--- src/rtl/shift_ctrl.sv ---
// Serial-to-parallel framing controller with a valid/ready word handshake and a sticky overflow flag.
// Define SHIFT_CTRL_PARITY_EN to add a trailing even-parity bit per word and the parityErr check.
module shift_ctrl #(
   parameter int unsigned DATA_WIDTH = 4
) (
   input  logic                                 fastClk,
   input  logic                                 resetN,
   input  logic                                 start,
   input  logic                                 bitIn,
   input  logic                                 bitValid,
   input  logic                                 wordReady,
   input  logic                                 clearErr,
   output logic [DATA_WIDTH-1:0]                wordOut,
   output logic                                 wordValid,
   output logic                                 busy,
   output logic [$clog2(DATA_WIDTH+1)-1:0]      bitCount,
   output logic                                 overflow,
   output logic                                 parityErr
);

   localparam int unsigned CW = $clog2(DATA_WIDTH + 1);
   localparam logic [CW-1:0] LAST = CW'(DATA_WIDTH - 1);

`ifdef SHIFT_CTRL_PARITY_EN
   typedef enum logic [1:0] {IDLE, SHIFT, PARITY, HOLD} state_t;
`else
   typedef enum logic [1:0] {IDLE, SHIFT, HOLD} state_t;
`endif

   state_t                state_q, state_d;
   logic [DATA_WIDTH-1:0] shift_q, shift_d;
   logic [CW-1:0]         cnt_q, cnt_d;
   logic                  valid_q, valid_d;
   logic                  busy_q, busy_d;
   logic                  ovf_q, ovf_d;

   always_ff @(posedge fastClk or negedge resetN) begin
      if (!resetN) state_q <= IDLE;
      else         state_q <= state_d;
   end

   always_comb begin
      state_d = state_q;
      case (state_q)
         IDLE:  if (start) state_d = SHIFT;
         SHIFT: if (bitValid && cnt_q == LAST) begin
`ifdef SHIFT_CTRL_PARITY_EN
            state_d = PARITY;
`else
            state_d = HOLD;
`endif
         end
`ifdef SHIFT_CTRL_PARITY_EN
         PARITY: if (bitValid) state_d = HOLD;
`endif
         HOLD:  if (wordReady) state_d = start ? SHIFT : IDLE;
         default: state_d = IDLE;
      endcase
   end

   always_comb begin
      shift_d = shift_q;
      cnt_d   = cnt_q;
      case (state_q)
         IDLE: if (start) begin
            shift_d = '0;
            cnt_d   = '0;
         end
         SHIFT: if (bitValid) begin
            shift_d = {shift_q[DATA_WIDTH-2:0], bitIn};
            cnt_d   = cnt_q + CW'(1);
         end
         HOLD: if (wordReady && start) begin
            shift_d = '0;
            cnt_d   = '0;
         end
         default: ;
      endcase
      // Set has priority over clear, including on the accepting cycle.
      ovf_d = clearErr ? 1'b0 : ovf_q;
      if (state_q == HOLD && bitValid) ovf_d = 1'b1;
      valid_d = (state_d == HOLD);
`ifdef SHIFT_CTRL_PARITY_EN
      busy_d  = (state_d == SHIFT) || (state_d == PARITY);
`else
      busy_d  = (state_d == SHIFT);
`endif
   end

   always_ff @(posedge fastClk or negedge resetN) begin
      if (!resetN) begin
         shift_q <= '0;
         cnt_q   <= '0;
         valid_q <= 1'b0;
         busy_q  <= 1'b0;
         ovf_q   <= 1'b0;
      end else begin
         shift_q <= shift_d;
         cnt_q   <= cnt_d;
         valid_q <= valid_d;
         busy_q  <= busy_d;
         ovf_q   <= ovf_d;
      end
   end

`ifdef SHIFT_CTRL_PARITY_EN
   logic perr_q, perr_d;

   always_comb begin
      perr_d = perr_q;
      if (state_q == PARITY && bitValid) perr_d = (^shift_q) ^ bitIn;
      else if (state_q == HOLD && wordReady) perr_d = 1'b0;
   end

   always_ff @(posedge fastClk or negedge resetN) begin
      if (!resetN) perr_q <= 1'b0;
      else         perr_q <= perr_d;
   end

   assign parityErr = perr_q;
`else
   assign parityErr = 1'b0;
`endif

   assign wordOut   = shift_q;
   assign wordValid = valid_q;
   assign busy      = busy_q;
   assign bitCount  = cnt_q;
   assign overflow  = ovf_q;

endmodule

--- config.mk ---
export PLATFORM = sky130hd
export DESIGN_NAME = shift_ctrl
export DESIGN_NICKNAME = d
export VERILOG_FILES = /design/src/rtl/shift_ctrl.sv
export SDC_FILE = /design/constraint.sdc
export NUM_CORES = 1
export LEC_CHECK = 0
export CAP_MARGIN = 10
export CORE_MARGIN = 2
export CORE_UTILIZATION = 40
export CTS_CLUSTER_DIAMETER = 60
export DETAILED_ROUTE_END_ITERATION = 10
export GPL_ROUTABILITY_DRIVEN = 0
export GPL_TIMING_DRIVEN = 0
export PLACE_DENSITY = 0.72
export SLEW_MARGIN = 20
export SYNTH_ARGS = -nofsm -noshare
export SYNTH_HDL_FRONTEND = slang
export SYNTH_SLANG_ARGS = --single-unit
--- constraint.sdc ---
create_clock -name fastClk -period 1.2 [get_ports fastClk]
set_input_delay 0.24 -clock fastClk [delete_from_list [all_inputs] [get_ports fastClk]]
set_output_delay 0.24 -clock fastClk [all_outputs]
set_load 0.03 [all_outputs]
Word-level counts from Yosys, hierarchy flattened:

Index checks and enable logic that the tools add are counted.

* eq/ne operators: 8
* $add $sub $neg: 1
* muxes and demuxes: 15
* reduce and logical (&&, ||, !) cells: 7

Operators with widths (count)
* $mux 4: 3
* $pmux 4 s3: 1
* $mux 3: 3
* $pmux 3 s3: 1
* $mux 2: 3
* $ne 2x2->1 const B: 3
* $pmux 2 s3: 1
* $eq 2x1->1 const B: 2
* $eq 2x2->1 const B: 2
* $reduce_and 4->1: 1
* $add 3x1->3 const B: 1
* $eq 3x2->1 const B: 1
* $logic_and 1x1->1: 3
* $mux 1: 3
* $reduce_bool 3->1: 1
* $logic_not 2->1: 1
* $reduce_bool 2->1: 1

* output and inout bits: 11
* word-level logic and storage cells: 37
* bits of input ports: 7
* flip-flop bits (word level): 12

Depth between registers and ports, before layout:

Gate-level depths: netlist (run 1).

* depth in word-level cells: 5
* depth in mapped cells: 5
* gate-level depth less buffers: 5

Worst setup path before layout (run 1):

OpenSTA, ideal clock, no wires.

* path type: reg-to-reg
* start: register cnt_q[0] (netlist: bitCount[0])
* end: register cnt_q[2] (netlist: bitCount[2])
* period minus slack after synthesis: 1.387 ns
* arrival time: 1.283 ns
* path slack: -0.187 ns
* stages on the path, launching flop included: 4
* setup time: 0.104 ns
* buffers on the path: 0
* required time: 1.096 ns
* cells stage by stage: dfrtp_1 ha_1 ha_1 o41ai_2

* word-level cells in the longest chain between the ends: 3

RTL lines
* start, declared: line 32 `logic [CW-1:0] cnt_q, cnt_d;`
* start signal, assigned: line 99 `cnt_q <= cnt_d;`
* $add 3x1->3: line 71 `cnt_d = cnt_q + CW'(1);`
* $mux 3: line 69 `SHIFT: if (bitValid) begin`
* $pmux 3 s3: line 64 `case (state_q)`

Every way passes these cells. The select of a mux whose other input is x is not followed.
A chain may end at the register's enable or synchronous reset.

Worst setup path in the final report (run 1):

* start: register cnt_q[1] (netlist: bitCount[1])
* end: register cnt_q[2] (netlist: bitCount[2])

Same word-level chain as after synthesis.

==> results of run 1 <==
[Yosys cell counts]
master and instances:
nand2b_4 1, o211ai_2 1, o41ai_2 1, buf_4 1, conb_1 1, o22ai_1 4
o21ai_0 2, o21ai_2 1, ha_1 2, nand3b_4 1, dfrtp_1 12, nor2_4 1
a21oi_1 1, buf_6 1, nand2b_1 2, inv_1 4, mux2i_1 1, mux2i_4 1
nand4b_1 5, buf_2 2, nand2_1 7, o21ai_1 4
[final cells by class]
type	instances	area, µm²
fillers	143	644.4
multi-input cells	36	325.3
flip-flops and latches	12	304.0
repair buffers	15	115.1
clock buffers	4	36.28
plain buffers	4	28.78
well taps	16	20.02
inverters	4	15.01
[layer usage]
layer	GRT usage (%)	vias up
li1	-	232
met4	3.636	0
met5	0	-
met1	19.31	237
met2	24.41	18
met3	3.750	2
[flip-flops by register name, indices dropped and copies added, names as in the netlist]
register / flops
busy: 1
overflow: 1
state_q: 2
wordOut: 4
wordValid: 1
bitCount: 3
[what timing repair did]
item | in CTS | in global routing
setup endpoints to repair | 10 | 8
gates cloned | 0 | 0
hold buffers | 0 | 0
gates resized for setup | 36 | 15
pin swaps | 0 | 1
[worst max path at each step]
stage / depth (start not counted) / startpoint / to / slack (ns)
final: 3 / bitCount[1] / bitCount[2] / 0.02
after global routing: 3 / bitCount[1] / bitCount[2] / -0.02
after CTS: 1 / bitCount[1] / bitCount[1] / -0.04
after detailed placement: 4 / start / bitCount[0] / -0.20
after global placement: 4 / start / bitCount[0] / -0.19
after floorplan: 3 / bitCount[1] / bitCount[2] / -0.01
[power breakdown]
group | leakage (nW) | internal [mW] | switching, mW
clock | 0.0210 | 0.184 | 0.141
sequential | 0.147 | 0.551 | 0.120
combinational | 0.226 | 0.392 | 0.580
total | 0.394 | 1.13 | 0.841
[through the flow]
step / util, % / total power [mW]
finish: 56.72 / 1.968
global route: 56.72 / 2.097
CTS: 57.73 / 1.975
detailed placement: 55.71 / 1.714
global placement: 55.71 / 1.698
floorplan: - / 1.344
[cells by family after synthesis]
| group | share of synthesized area, % |
|---|---|
| AO/OA/AOI/OAI | 15.48 |
| multiplexers | 5.159 |
| other | 0.5947 |
| AND/OR/NAND/NOR | 20.24 |
| flip-flops | 47.62 |
| adder cells (fa/ha/maj) | 3.968 |
| buffers and inverters | 6.944 |
[tightest hold or removal path, cell delays in order]
cell	delay [ns]
buf_2	0.17
inv_1	0.07
o22ai_1	0.05
==> metrics.cfg, run 1 <==
[status]
outcome=finished, final reports clean

[drt]
route.detailed.wl_per_inst_um=14.15
firstDrtPassIters=4
drt_iter0_drc=7
drc_errors=0
ant_nets=0
post_drt_via_cell_ratio=5.374
routed.top_layer=met4
wl_met3_um=70
drt-total-wl_um=1288
routed_length_on_met1_um=580
routed-wl-met2_um=634
vias=489

[power]
p_leak_nw=0.3942
vdd_drop_max_mv=1.202
p_per_area_nw_per_um2=2330

[synthesis]
netlist_instances=56
ys_types=22
synth_top_area_share_pct=47.62
synth-seq-area-share_pct=47.62
net_count_of_the_mapped_netlist=65
post-synth-top-area-cell=dfrtp_1
synth.avg_cell_area_um2=11.26
synth_seq_cells=12
yosys_warnings=0
netlist_top_cells_area=dfrtp_1, nand4b_1, nand2_1
post_synth_instance_area_um2=630.6

[floorplan]
die-height_um=43.71
pin_count=18
die_width_um=43.71
design.die.area_um2=1910
initial_standard_cell_utilization_of_the_core_pct=42.35
floorplan.core_area_um2=1489
row_count=14

[sta]
setup_tns_ns=0
worst_slew_margin_rel_pct=63.28
timing.fmax_mhz=845.7
tightestPinTransition_ns=0.5491
timing.final.crit_period_ns=1.182
rsz0062_at_grt=yes
hold_ws_ns=0.3104
clock_skew_ns=0.01012
hold_viol=0
finalCritPeriodShare_pct=98.53
setup_viol=0
worst_slack_ns=0.01761
final-max-slew-violation-count=0

[worst_setup_path]
reg2reg_to=bitCount[2]
required_ns=1.37
critPathMostFrequentCell=ha_4
timing.setup.critical_path_class=flip-flop to flip-flop
path_cells=ha_4 > ha_4 > o41ai_4
worstPathArrival_ns=1.36
worst_r2r_path_depth=3
cp_top_delay_family=flip-flops
crit-reg2reg-launch=bitCount[1]
crit_path_top_delay_cell=dfrtp_2
setup.reg_to_reg.worst_slack_ns=0.02
crit_buf_inv=0
start_kind=flip-flop
cpPeakStageDelay_ns=0.44
cp-end-kind=flip-flop
worst-path-max-fanout=3

[min_path]
worst_hold_startpoint=bitValid
number_of_instances_on_the_worst_hold_path=3
whs_endpoint=overflow
worst_hold_path_type=input pin to flip-flop

[grt]
grt_first_pass_wirelength_um=2090
grt_start_max_net_pins=13
initial_antenna_violation_count=0
first_global_vias=472
gr-total-overflow=0
globalRouteTotalUtil_pct=14.77

[cts]
cts-htree-levels=1
clock_insertion_delay_worst_skew_ns=0.27
postCtsSetupRepairBufs=0
root_buffer=clkbuf_4
cts_tree=built
number_of_clock_sinks=12
numCtsBuffers=3
cts.reportedPaths.clkPinSlew_ns=0.09
clock_tree.buffer_depth=2

[placed_design]
port-buffer-count=15
postPlaceCellArea_um2=829.5
post_placement_setup_slack_ns=-0.1984
placed_cells=87
detailed_place_hpwl_um=922.3

[final_layout]
areaGrowthSynthToFinish_pct=33.93
final_cell_area_um2=844.6
post_route_cells_drive_above_1_share_pct=41.33
num_antenna_cells=0
layout.cells.most_common_list=buf_2, dfrtp_1, o21ai_1, nand2_1, nand4b_1
final-instance-count-excl-fill=91
nNetsFinal=85
layout.cells.most_common=buf_2

[run]
max_cap_violations=0

(Power assumes the default switching activity.)
==> run 2, diff against run 1 <==
Settings changed: HOLD_SLACK_MARGIN set to 0.12.
==> results of run 2 <==
The final DEF is identical to that of run 1; final timing and power are the same.
==> run 3, diff against run 2 <==
Settings changed: CAP_MARGIN 10 to 40.
==> results of run 3 <==
The final DEF is identical to that of run 1; final timing and power are the same.
